==> src/rtl/clk_div_scheduler.sv <==
// Programmable clock-divider bank: NCH divide-by-2(P+1) channels whose periods are
// reprogrammed through a valid/ready port and applied only at the channel's wrap boundary.
module clk_div_scheduler #(
    parameter int              NCH            = 4,
    parameter int              WIDTH          = 32,
    parameter longint unsigned DEFAULT_PERIOD = 64'd2499,
    parameter int              CHAN_W         = (NCH > 1) ? $clog2(NCH) : 1
) (
    input  logic              CLOCK,
    input  logic              RESET,
    input  logic [NCH-1:0]    chan_en,
    input  logic              cfg_valid,
    output logic              cfg_ready,
    input  logic [CHAN_W-1:0] cfg_chan,
    input  logic [WIDTH-1:0]  cfg_period,
    output logic              cfg_done,
    output logic [NCH-1:0]    tick,
    output logic [NCH-1:0]    clk_out
);

    typedef enum logic [0:0] {
        ST_IDLE    = 1'b0,
        ST_PENDING = 1'b1
    } state_e;

    localparam logic [WIDTH-1:0] CNT_ZERO = {WIDTH{1'b0}};
    localparam logic [WIDTH-1:0] CNT_ONE  = WIDTH'(1'b1);
    localparam logic [WIDTH-1:0] PER_RST  = WIDTH'(DEFAULT_PERIOD);

    logic [WIDTH-1:0]  cnt_q    [NCH];
    logic [WIDTH-1:0]  cnt_d    [NCH];
    logic [WIDTH-1:0]  period_q [NCH];
    logic [WIDTH-1:0]  period_d [NCH];
    logic [NCH-1:0]    clk_out_q, clk_out_d;
    logic [NCH-1:0]    tick_q, tick_d;
    logic [NCH-1:0]    wrap_s;
    state_e            state_q, state_d;
    logic [CHAN_W-1:0] pend_chan_q, pend_chan_d;
    logic [WIDTH-1:0]  pend_period_q, pend_period_d;
    logic              cfg_done_q, cfg_done_d;
    logic              cfg_ready_q, cfg_ready_d;
    logic              chan_ok_s;
    logic              target_en_s;
    logic              target_wrap_s;
    logic              commit_s;

    // Out-of-range channel requests are accepted but never committed.
    assign chan_ok_s = ({1'b0, cfg_chan} < (CHAN_W + 1)'(NCH));

    // Per-channel wrap detect and state of the pending request's target channel.
    always_comb begin
        target_en_s   = 1'b0;
        target_wrap_s = 1'b0;
        for (int i = 0; i < NCH; i++) begin
            // Wrapping on >= keeps a counter above a shrunken period from running away.
            wrap_s[i]     = chan_en[i] & (cnt_q[i] >= period_q[i]);
            target_en_s   = target_en_s   | (chan_en[i] & (pend_chan_q == CHAN_W'(i)));
            target_wrap_s = target_wrap_s | (wrap_s[i]  & (pend_chan_q == CHAN_W'(i)));
        end
    end

    // Config FSM next state: one request in flight, committed at the target's wrap.
    always_comb begin
        state_d       = state_q;
        pend_chan_d   = pend_chan_q;
        pend_period_d = pend_period_q;
        cfg_done_d    = 1'b0;
        commit_s      = 1'b0;
        case (state_q)
            ST_IDLE: begin
                if (cfg_valid) begin
                    pend_chan_d   = cfg_chan;
                    pend_period_d = cfg_period;
                    if (chan_ok_s) begin
                        state_d = ST_PENDING;
                    end else begin
                        cfg_done_d = 1'b1;
                        state_d    = ST_IDLE;
                    end
                end else begin
                    state_d = ST_IDLE;
                end
            end
            ST_PENDING: begin
                if (!target_en_s || target_wrap_s) begin
                    commit_s   = 1'b1;
                    cfg_done_d = 1'b1;
                    state_d    = ST_IDLE;
                end else begin
                    state_d = ST_PENDING;
                end
            end
            default: begin
                state_d = ST_IDLE;
            end
        endcase
        cfg_ready_d = (state_d == ST_IDLE);
    end

    // Channel counters, outputs and period commit; a commit wraps with the old period.
    always_comb begin
        for (int i = 0; i < NCH; i++) begin
            clk_out_d[i] = clk_out_q[i];
            tick_d[i]    = 1'b0;
            if (!chan_en[i]) begin
                cnt_d[i] = CNT_ZERO;
            end else if (wrap_s[i]) begin
                cnt_d[i]     = CNT_ZERO;
                clk_out_d[i] = ~clk_out_q[i];
                tick_d[i]    = 1'b1;
            end else begin
                cnt_d[i] = cnt_q[i] + CNT_ONE;
            end
            if (commit_s && (pend_chan_q == CHAN_W'(i))) begin
                period_d[i] = pend_period_q;
            end else begin
                period_d[i] = period_q[i];
            end
        end
    end

    // State registers with asynchronous active-high reset.
    always_ff @(posedge CLOCK or posedge RESET) begin
        if (RESET) begin
            for (int i = 0; i < NCH; i++) begin
                cnt_q[i]    <= CNT_ZERO;
                period_q[i] <= PER_RST;
            end
            clk_out_q     <= {NCH{1'b0}};
            tick_q        <= {NCH{1'b0}};
            state_q       <= ST_IDLE;
            pend_chan_q   <= {CHAN_W{1'b0}};
            pend_period_q <= CNT_ZERO;
            cfg_done_q    <= 1'b0;
            cfg_ready_q   <= 1'b1;
        end else begin
            for (int i = 0; i < NCH; i++) begin
                cnt_q[i]    <= cnt_d[i];
                period_q[i] <= period_d[i];
            end
            clk_out_q     <= clk_out_d;
            tick_q        <= tick_d;
            state_q       <= state_d;
            pend_chan_q   <= pend_chan_d;
            pend_period_q <= pend_period_d;
            cfg_done_q    <= cfg_done_d;
            cfg_ready_q   <= cfg_ready_d;
        end
    end

    assign clk_out   = clk_out_q;
    assign tick      = tick_q;
    assign cfg_done  = cfg_done_q;
    assign cfg_ready = cfg_ready_q;

endmodule
==> config.mk <==
export PLATFORM = sky130hd
export DESIGN_NAME = clk_div_scheduler
export DESIGN_NICKNAME = d
export VERILOG_FILES = /design/src/rtl/clk_div_scheduler.sv
export SDC_FILE = /design/constraint.sdc
export NUM_CORES = 1
export LEC_CHECK = 0
export CAP_MARGIN = 20
export CORE_MARGIN = 2
export CORE_UTILIZATION = 45
export CTS_CLUSTER_DIAMETER = 120
export DETAILED_ROUTE_END_ITERATION = 7
export SYNTH_ARGS = -nofsm -noshare
export SYNTH_HDL_FRONTEND = slang
export SYNTH_SLANG_ARGS = --single-unit
export TNS_END_PERCENT = 20
==> constraint.sdc <==
create_clock -name CLOCK -period 22.4 [get_ports CLOCK]
set_input_delay 4.48 -clock CLOCK [delete_from_list [all_inputs] [get_ports CLOCK]]
set_output_delay 4.48 -clock CLOCK [all_outputs]
set_load 0.005 [all_outputs]
-- Word-level counts from Yosys, hierarchy flattened
Cells that the tools add are included.
- flip-flop bits (word level): 301
- input port bits: 41
- output and inout bits: 10
- add/subtract/negate cells: 4
- equal/unequal tests: 3
- muxes and demuxes: 22
- reduce and logical (&&, ||, !) cells: 12
- order comparisons: 4
- bitwise operators: 24
- operators by type and width (cell ; number):
    32-bit two-way mux ; 8
    32-bit by 1-bit adder with 32-bit output, second input constant ; 4
    32-bit greater-or-equal comparator ; 4
    1-bit bitwise AND ; 12
    1-bit two-way mux ; 12
    2-bit AND reduction ; 5
    1-bit NOT ; 6
    1-bit OR ; 6
    2-bit == test, second input constant ; 2
    1-bit logical AND ; 4
    1-bit one-hot mux with 2 select lines ; 2
    2-bit by 1-bit == test with 1-bit output, second input constant ; 1
    2-bit zero test ; 1
    1-bit zero test ; 1
    1-bit logical OR ; 1

-- Depth between registers and ports, before layout
Gate-level depths: netlist (run 1).
- depth after elaboration: 10
- gate-level depth with buffers: 10

-- Worst setup path before layout (run 1)
Ideal clock, no wire load.
- kind: input -> register
- from: in chan_en[0]
- to: reg period_q[100] in the netlist's numbering
- path buffers: 1
- data arrival time: 6383 ps
- cell stages on the path: 8
- data required time: 22275 ps
- setup slack: 15892 ps
- setup time: 125 ps
- cell sequence: or3b_4 nor3_2 inv_1 a311oi_2 nor3_4 nor4b_4 buf_6 mux2_4
- word-level cells in the longest chain between the ends: 9
- ends and longest elaborated chain (element ; RTL line ; source):
    start: declaration ; 11 ; input logic [NCH-1:0] chan_en,
    1-bit bitwise AND, on equally long branches ; 56, 57 ;
    1-bit bitwise AND / 1-bit OR (equally long branches) ; 58, 57 ;
    1-bit OR, on equally long branches (2 in a row) ; 58, 57 ;
    1-bit OR / 1-bit zero test (equally long branches) ; 58, 85 ;
    1-bit logical OR (*) ; 85 ; if (!target_en_s || target_wrap_s) begin
    1-bit two-way mux (*) ; 85 ;
    1-bit two-way mux (*) ; 69 ; case (state_q)
    1-bit logical AND (*) ; 114 ; if (commit_s && (pend_chan_q == CHAN_W'(i))) begin
    end signal: indexed assignment ; 139 ; period_q[i] <= period_d[i];
    end: declaration ; 32 ; logic [WIDTH-1:0] period_q [NCH];
Mark *: on every way between the ends. The rest lies on a longest branch, timed or not.
A chain may end at the register's enable or synchronous reset.

-- Final worst setup path (run 1)
- from: in chan_en[0]
- to: reg period_q[31] in the netlist's numbering
Same word-level chain as after synthesis.

==> metrics.cfg, run 1 <==
[status]
status=complete, no violations

[timing]
setup_viol=0
worst-slew-pin-transition_ns=1.13
hold_violations=0
timing.hold.ws_ns=0.465
fin_crit_sh_pct=31.1
grt_setup_unrepaired=no
fin_ws_ns=15.43
fmax_mhz=144
slew_headroom_pct=24.5
fin_skew_ns=0.0188
slew_violations=0
finalSetupTns_ns=0
period_minus_slack_ns=6.97

[clock_network]
cts.htree.levels=2
hold_buffers=0
postCtsResizedCells=0
cts-root-buf=clkbuf_16
cts_buffer_depth=3
cts_sinks=301
clkTransAtPathRegs_ns=0.06
clock_latency_ns=0.53
cts_setup_buffers=0
cts_tree=done
cts_buffers=36

[logic_synthesis]
synthArstFlopShare_pct=100
syn_area_mm2=0.0159
synth_fp_nets=1630
syn_inst=1457
yosys_warnings=0
synth.avg_cell_area_um2=10.9
synth.area.mux_share_pct=12.3
synth_edf_count=0
yosys.area_share.simple_pct=13.1
synth_compound_area_share_pct=5.06
ys.flop_type=dfrtp_1
synth.distinct_cells=58
synth-adder-area-share_pct=10.4
synth-xor-area-share_pct=6.82
synth_top_family_by_area=simple AND/OR/NAND/NOR gates
ys_seq_area_share_pct=47.5
synth-seq-cells=301

[placement]
post-place-cells=1942
gp_congestion=0.826
dp_hpwl_um=25100
place_ws_ns=14.73
numPortBuffers=50
dpl_cell_area_mm2=0.0169

[power]
switching_power_uw=624
power.density_mw_per_mm2=110
power_mw=1.99
swShare_pct=31.3
internal_power_mw=1.37
pwr-share-clk_pct=30.1
irDropWorstVdd_mv=0.0699
power_frac_comb_pct=25.6
p_seq_share_pct=44.3
total_leakage_power_nw=8.36

[global_route]
grt_pass1_wl_um=58200
antenna_found_initial=0
gr-total-overflow=0
grt_max_degree=195
grt_usage_pct=20.3
grt_pass1_vias=10600

[layout]
fillers=3096
stdcell_count=2008
utilization_pct=52.5
antenna_cells=0
fin_area_mm2=0.0182
nets=1700
area_growth_pct=14.3
layout-drive-gt1-share_pct=17.5

[worst_setup_path]
r2r_setup_slack_ns=18.94
timing.rr.end=period_q[57]
end_kind=flip-flop
critPathMaxFanout=17
critical_path_class=in -> reg
rr_startpoint=cnt_q[61]
critPathArrivalTime_ns=7.36
reg2reg_depth=8
critPathLaunch=chan_en[0]
endpoint=period_q[31]
cp.required_ns=22.80
start_kind=primary input

[detailed_routing]
wl_per_cell_um=17.9
drc=0
routedLengthMet1_um=17500
vias=10700
drt_wl_total_um=36000
ant_nets=0
top_layer=met4
via_per_inst=5.31
drtIter0Drc=572
firstDrtPassIters=5
route.met3.wl_um=1740
met2_wirelength_um=16100

[die]
die_height_um=192
rows=68
start_util_pct=45.9
coreArea_mm2=0.0347
die_area_mm2=0.0369
die_w_um=192
io_pins=51

[job]
cap_viol_max_count=0

[hold_path]
whs_path_depth=1
min_path_type=reg -> reg
hp-start=clk_out[3]

-- metal layers --
metal,GRT usage (%),vias up
met1,29.4,5322
met3,3.60,43
li1,-,5115
met4,4.76,0
met5,0,-
met2,31.5,180
-- kinds of logic (layout without fill, tap and decap cells) --
family,count (synthesis),after routing
adder cells (fa/ha/maj),132,132
multiplexers,163,163
AO/OA/AOI/OAI,118,118
flip-flops,301,301
AND/OR/NAND/NOR,435,435
buffers and inverters,184,280
XOR/XNOR,124,124
-- how the worst min path moves through the flow --
stage | endpoint
floorplan | cnt_q[0]
global placement | clk_out[0]
detailed placement | clk_out[3]
CTS | clk_out[3]
global route | clk_out[0]
finish | clk_out[3]
-- state kept, by name, indices dropped and copies added (netlist names) --
signal and count:
cfg_done 1, cfg_ready 1, clk_out 4, cnt_q 128, pend_chan_q 2, pend_period_q 32
period_q 128, state_q 1, tick 4
-- Yosys cell counts (9+ instances only) --
master	instances	area, um^2
xor2_1	66	578
nor2_1	177	664
mux2_4	30	450
nor4_1	14	87.6
xnor2_1	58	508
mux2_2	128	1440
a21oi_1	43	215
dfstp_2	25	657
nand4_1	45	282
nand2b_1	9	56.3
nand3_1	66	330
dfrtp_1	276	6910
nand2_1	70	263
and4_1	13	114
clkbuf_1	17	63.8
o21ai_0	22	110
inv_1	153	574
and3_1	15	93.8
ha_1	132	1650
buf_6	10	113
a211oi_1	9	67.6
-- power groups by stage --
stage | logic (mW) | clock network (mW) | registers (mW)
final | 0.511 | 0.601 | 0.883
after global routing | 0.578 | 0.639 | 0.903
after CTS | 0.515 | 0.615 | 0.887
after detailed placement | 0.508 | 0 | 0.894
after global placement | 0.485 | 0 | 0.893
after floorplan | 0.422 | 0 | 0.799
-- cell usage in the layout, fill, tap and decap left out, types with 4 or more instances in the layout --
| master | count |
|---|---|
| mux2_2 | 128 |
| mux2_4 | 30 |
| nand3_1 | 66 |
| a21o_1 | 4 |
| and4_1 | 13 |
| buf_4 | 9 |
| inv_1 | 152 |
| xor2_1 | 66 |
| clkdlybuf4s50_1 | 50 |
| and3_1 | 15 |
| nand2_1 | 70 |
| dfrtp_1 | 276 |
| xnor2_1 | 58 |
| dfstp_2 | 25 |
| o21a_1 | 4 |
| o21ai_0 | 22 |
| clkinv_2 | 7 |
| nor4_1 | 14 |
| a21oi_1 | 43 |
| nor2b_1 | 7 |
| nor3_1 | 6 |
| clkbuf_16 | 37 |
| a211oi_1 | 9 |
| a221oi_1 | 4 |
| nand2b_1 | 9 |
| clkbuf_8 | 10 |
| nor2_1 | 177 |
| mux2_1 | 4 |
| a31oi_1 | 4 |
| ha_1 | 132 |
| nand4_1 | 45 |
| clkbuf_1 | 6 |
-- critical path: stages --
cell and delay (ns):
clkdlybuf4s50_1 0.59, or3b_4 0.42, nor3_2 0.20, inv_1 0.09, a311oi_2 0.30, nor3_4 0.14
a21oi_4 0.56, buf_16 0.23, mux2_2 0.34
-- final cells by class --
cell class                      instances  area (um^2)  share of cell area (%)
Clock inverter                         11          134                   0.735
Multi-Input combinational cell        972         7600                    41.8
Sequential cell                       301         7560                    41.5
Clock buffer                           53         1090                    5.96
Inverter                              153          582                    3.20
Tap cell                              455          569                    3.13
Timing Repair Buffer                   63          671                    3.68
No activity file was read; power rests on OpenSTA's default activity.
==> run 2: changes to the inputs <==
Clock period 22.4 ns to 6.7 ns, I/O delays scaled along.
==> metrics.cfg, run 2 (same netlist as run 1, synthesis figures left out) <==
[worst_setup_path]
start_kind=primary input  ; unchanged
critical_path_class=in -> reg  ; unchanged
slowest_stage=clkdlybuf4s50_1  ; unchanged
critPathArrivalTime_ns=4.10  ; was 7.36 ns
crit_chain=clkdlybuf4s50_1 > or3b_4 > nor3_2 > inv_1 > a311oi_2 > nor3_4 > a211oi_4 > buf_4 > mux2_2  ; was clkdlybuf4s50_1 > or3b_4 > nor3_2 > inv_1 > a311oi_2 > nor3_4 > a21oi_4 > buf_16 > mux2_2
r2r_setup_slack_ns=3.33  ; was 18.94 ns
critPathMaxStageDelay_ns=0.56  ; was 0.59 ns
cp.required_ns=7.09  ; was 22.80 ns
reg2reg_depth=8  ; unchanged
critPathMaxFanout=32  ; was 17
end_kind=flip-flop  ; unchanged

[clock_network]
cts-root-buf=clkbuf_16  ; unchanged
cts.htree.levels=2  ; unchanged
hold_buffers=0  ; unchanged
cts_buffer_depth=3  ; unchanged
clkTransAtPathRegs_ns=0.06  ; about the same
clock_latency_ns=0.52  ; was 0.53 ns
cts_tree=done  ; unchanged
postCtsResizedCells=0  ; unchanged
cts_setup_buffers=0  ; unchanged
cts_sinks=301  ; unchanged
cts_buffers=35  ; was 36

[layout]
final_common_cell=dfrtp_1  ; unchanged
reg.largest.list=cnt_q: 128 flops, period_q: 128 flops, pend_period_q: 32 flops  ; unchanged
fin_area_mm2=0.0182  ; about the same
layout-drive-gt1-share_pct=17.4  ; was 17.5%
fillers=3135  ; was 3096
area_growth_pct=14.3  ; about the same
layout_common_cells=276 x dfrtp_1, 177 x nor2_1, 152 x inv_1  ; unchanged
nets=1697  ; was 1700
antenna_cells=0  ; unchanged
utilization_pct=52.4  ; was 52.5%

[die]
start_util_pct=45.9  ; unchanged
die_area_mm2=0.0369  ; unchanged
io_pins=51  ; unchanged
die_height_um=192  ; unchanged
coreArea_mm2=0.0347  ; unchanged
rows=68  ; unchanged
die_w_um=192  ; unchanged

[detailed_routing]
ant_nets=0  ; unchanged
drc=0  ; unchanged
drt_wl_total_um=36300  ; was 36000 um
wl_per_cell_um=18.1  ; was 17.9 um
via_per_inst=5.33  ; was 5.31
firstDrtPassIters=5  ; unchanged
drtIter0Drc=469  ; was 572
vias=10700  ; about the same

[timing]
slew_violations=0  ; unchanged
grt_setup_unrepaired=no  ; unchanged
fin_crit_sh_pct=55.4
fin_skew_ns=0.0170  ; was 0.0188 ns
setup_viol=0  ; unchanged
period_minus_slack_ns=3.71
slew_headroom_pct=27.6  ; was 24.5%
hold_violations=0  ; unchanged
timing.hold.ws_ns=0.466  ; was 0.465 ns
finalSetupTns_ns=0  ; unchanged
fin_ws_ns=2.99  ; was 15.43 ns
fmax_mhz=270
worst-slew-pin-transition_ns=1.08  ; was 1.13 ns

[power]
power.density_mw_per_mm2=373  ; was 110 mW/mm^2
irDropWorstVdd_mv=0.240  ; was 0.0699 mV
total_leakage_power_nw=8.34  ; was 8.36 nW

[status]
status=complete, no violations  ; unchanged

[global_route]
grt_pass1_wl_um=58900  ; was 58200 um
antenna_found_initial=1  ; was 0
grt_pass1_vias=10900  ; was 10600
gr-total-overflow=0  ; unchanged
grt_usage_pct=20.5  ; was 20.3%
grt_max_degree=153  ; was 195

[hold_path]
min_path_type=reg -> reg  ; unchanged
whs_path_depth=1  ; unchanged

[placement]
dpl_cell_area_mm2=0.0169  ; about the same
gp_congestion=0.788  ; was 0.826
dp_hpwl_um=25500  ; was 25100 um
place_ws_ns=2.51  ; was 14.73 ns
numPortBuffers=50  ; unchanged

[job]
cap_viol_max_count=0  ; unchanged

## run 2: path summary, 6_finish.rpt
kind | end | startpoint
max | period_q[61] | chan_en[0]
min | clk_out[0] | clk_out[0]
max reg2reg | period_q[61] | cnt_q[61]
min reg2reg | clk_out[0] | clk_out[0]
max in group asynchronous | period_q[62] | RESET
min in group asynchronous | cnt_q[98] | RESET
## run 2: area by class of cell
class | instances | area (um^2) | share of cell area, %
multi-input combinational | 972 | 7600 | 41.7
sequential | 301 | 7560 | 41.6
tap | 455 | 569 | 3.13
timing repair buffer | 61 | 628 | 3.45
inverter | 153 | 578 | 3.18
clock buffer | 48 | 1030 | 5.65
clock inverter | 15 | 234 | 1.29
## run 2: stage by stage
stage                     power [mW]  std cells
after floorplan                 4.08       1457
after global placement          4.66       1941
after detailed placement        4.73       1941
after CTS                       6.85       2004
after global routing            7.18       2005
final                           6.78       2005
## run 2: worst max-delay path: cells and delay by family
kind	cells	cell delay, ns
mux	1	0.38
simple gates	3	0.79
buf+inv	3	1.06
compound gates	2	0.51
## run 2: per-layer routing
layer	track usage [%]	vias up	share of wire, %
li1	-	5119	-
met1	28.5	5348	47
met2	33.5	154	47
met3	3.31	59	3.9
met4	5.28	0	2.2
met5	0	-	0
## run 2: report_power, final
group | leakage (nW) | switching, mW | total, mW | internal [mW]
sequential | 3.82 | 0.606 | 3.00 | 2.40
combinational | 3.90 | 0.761 | 1.70 | 0.935
clock | 0.618 | 0.774 | 2.08 | 1.31
total | 8.34 | 2.14 | 6.78 | 4.64
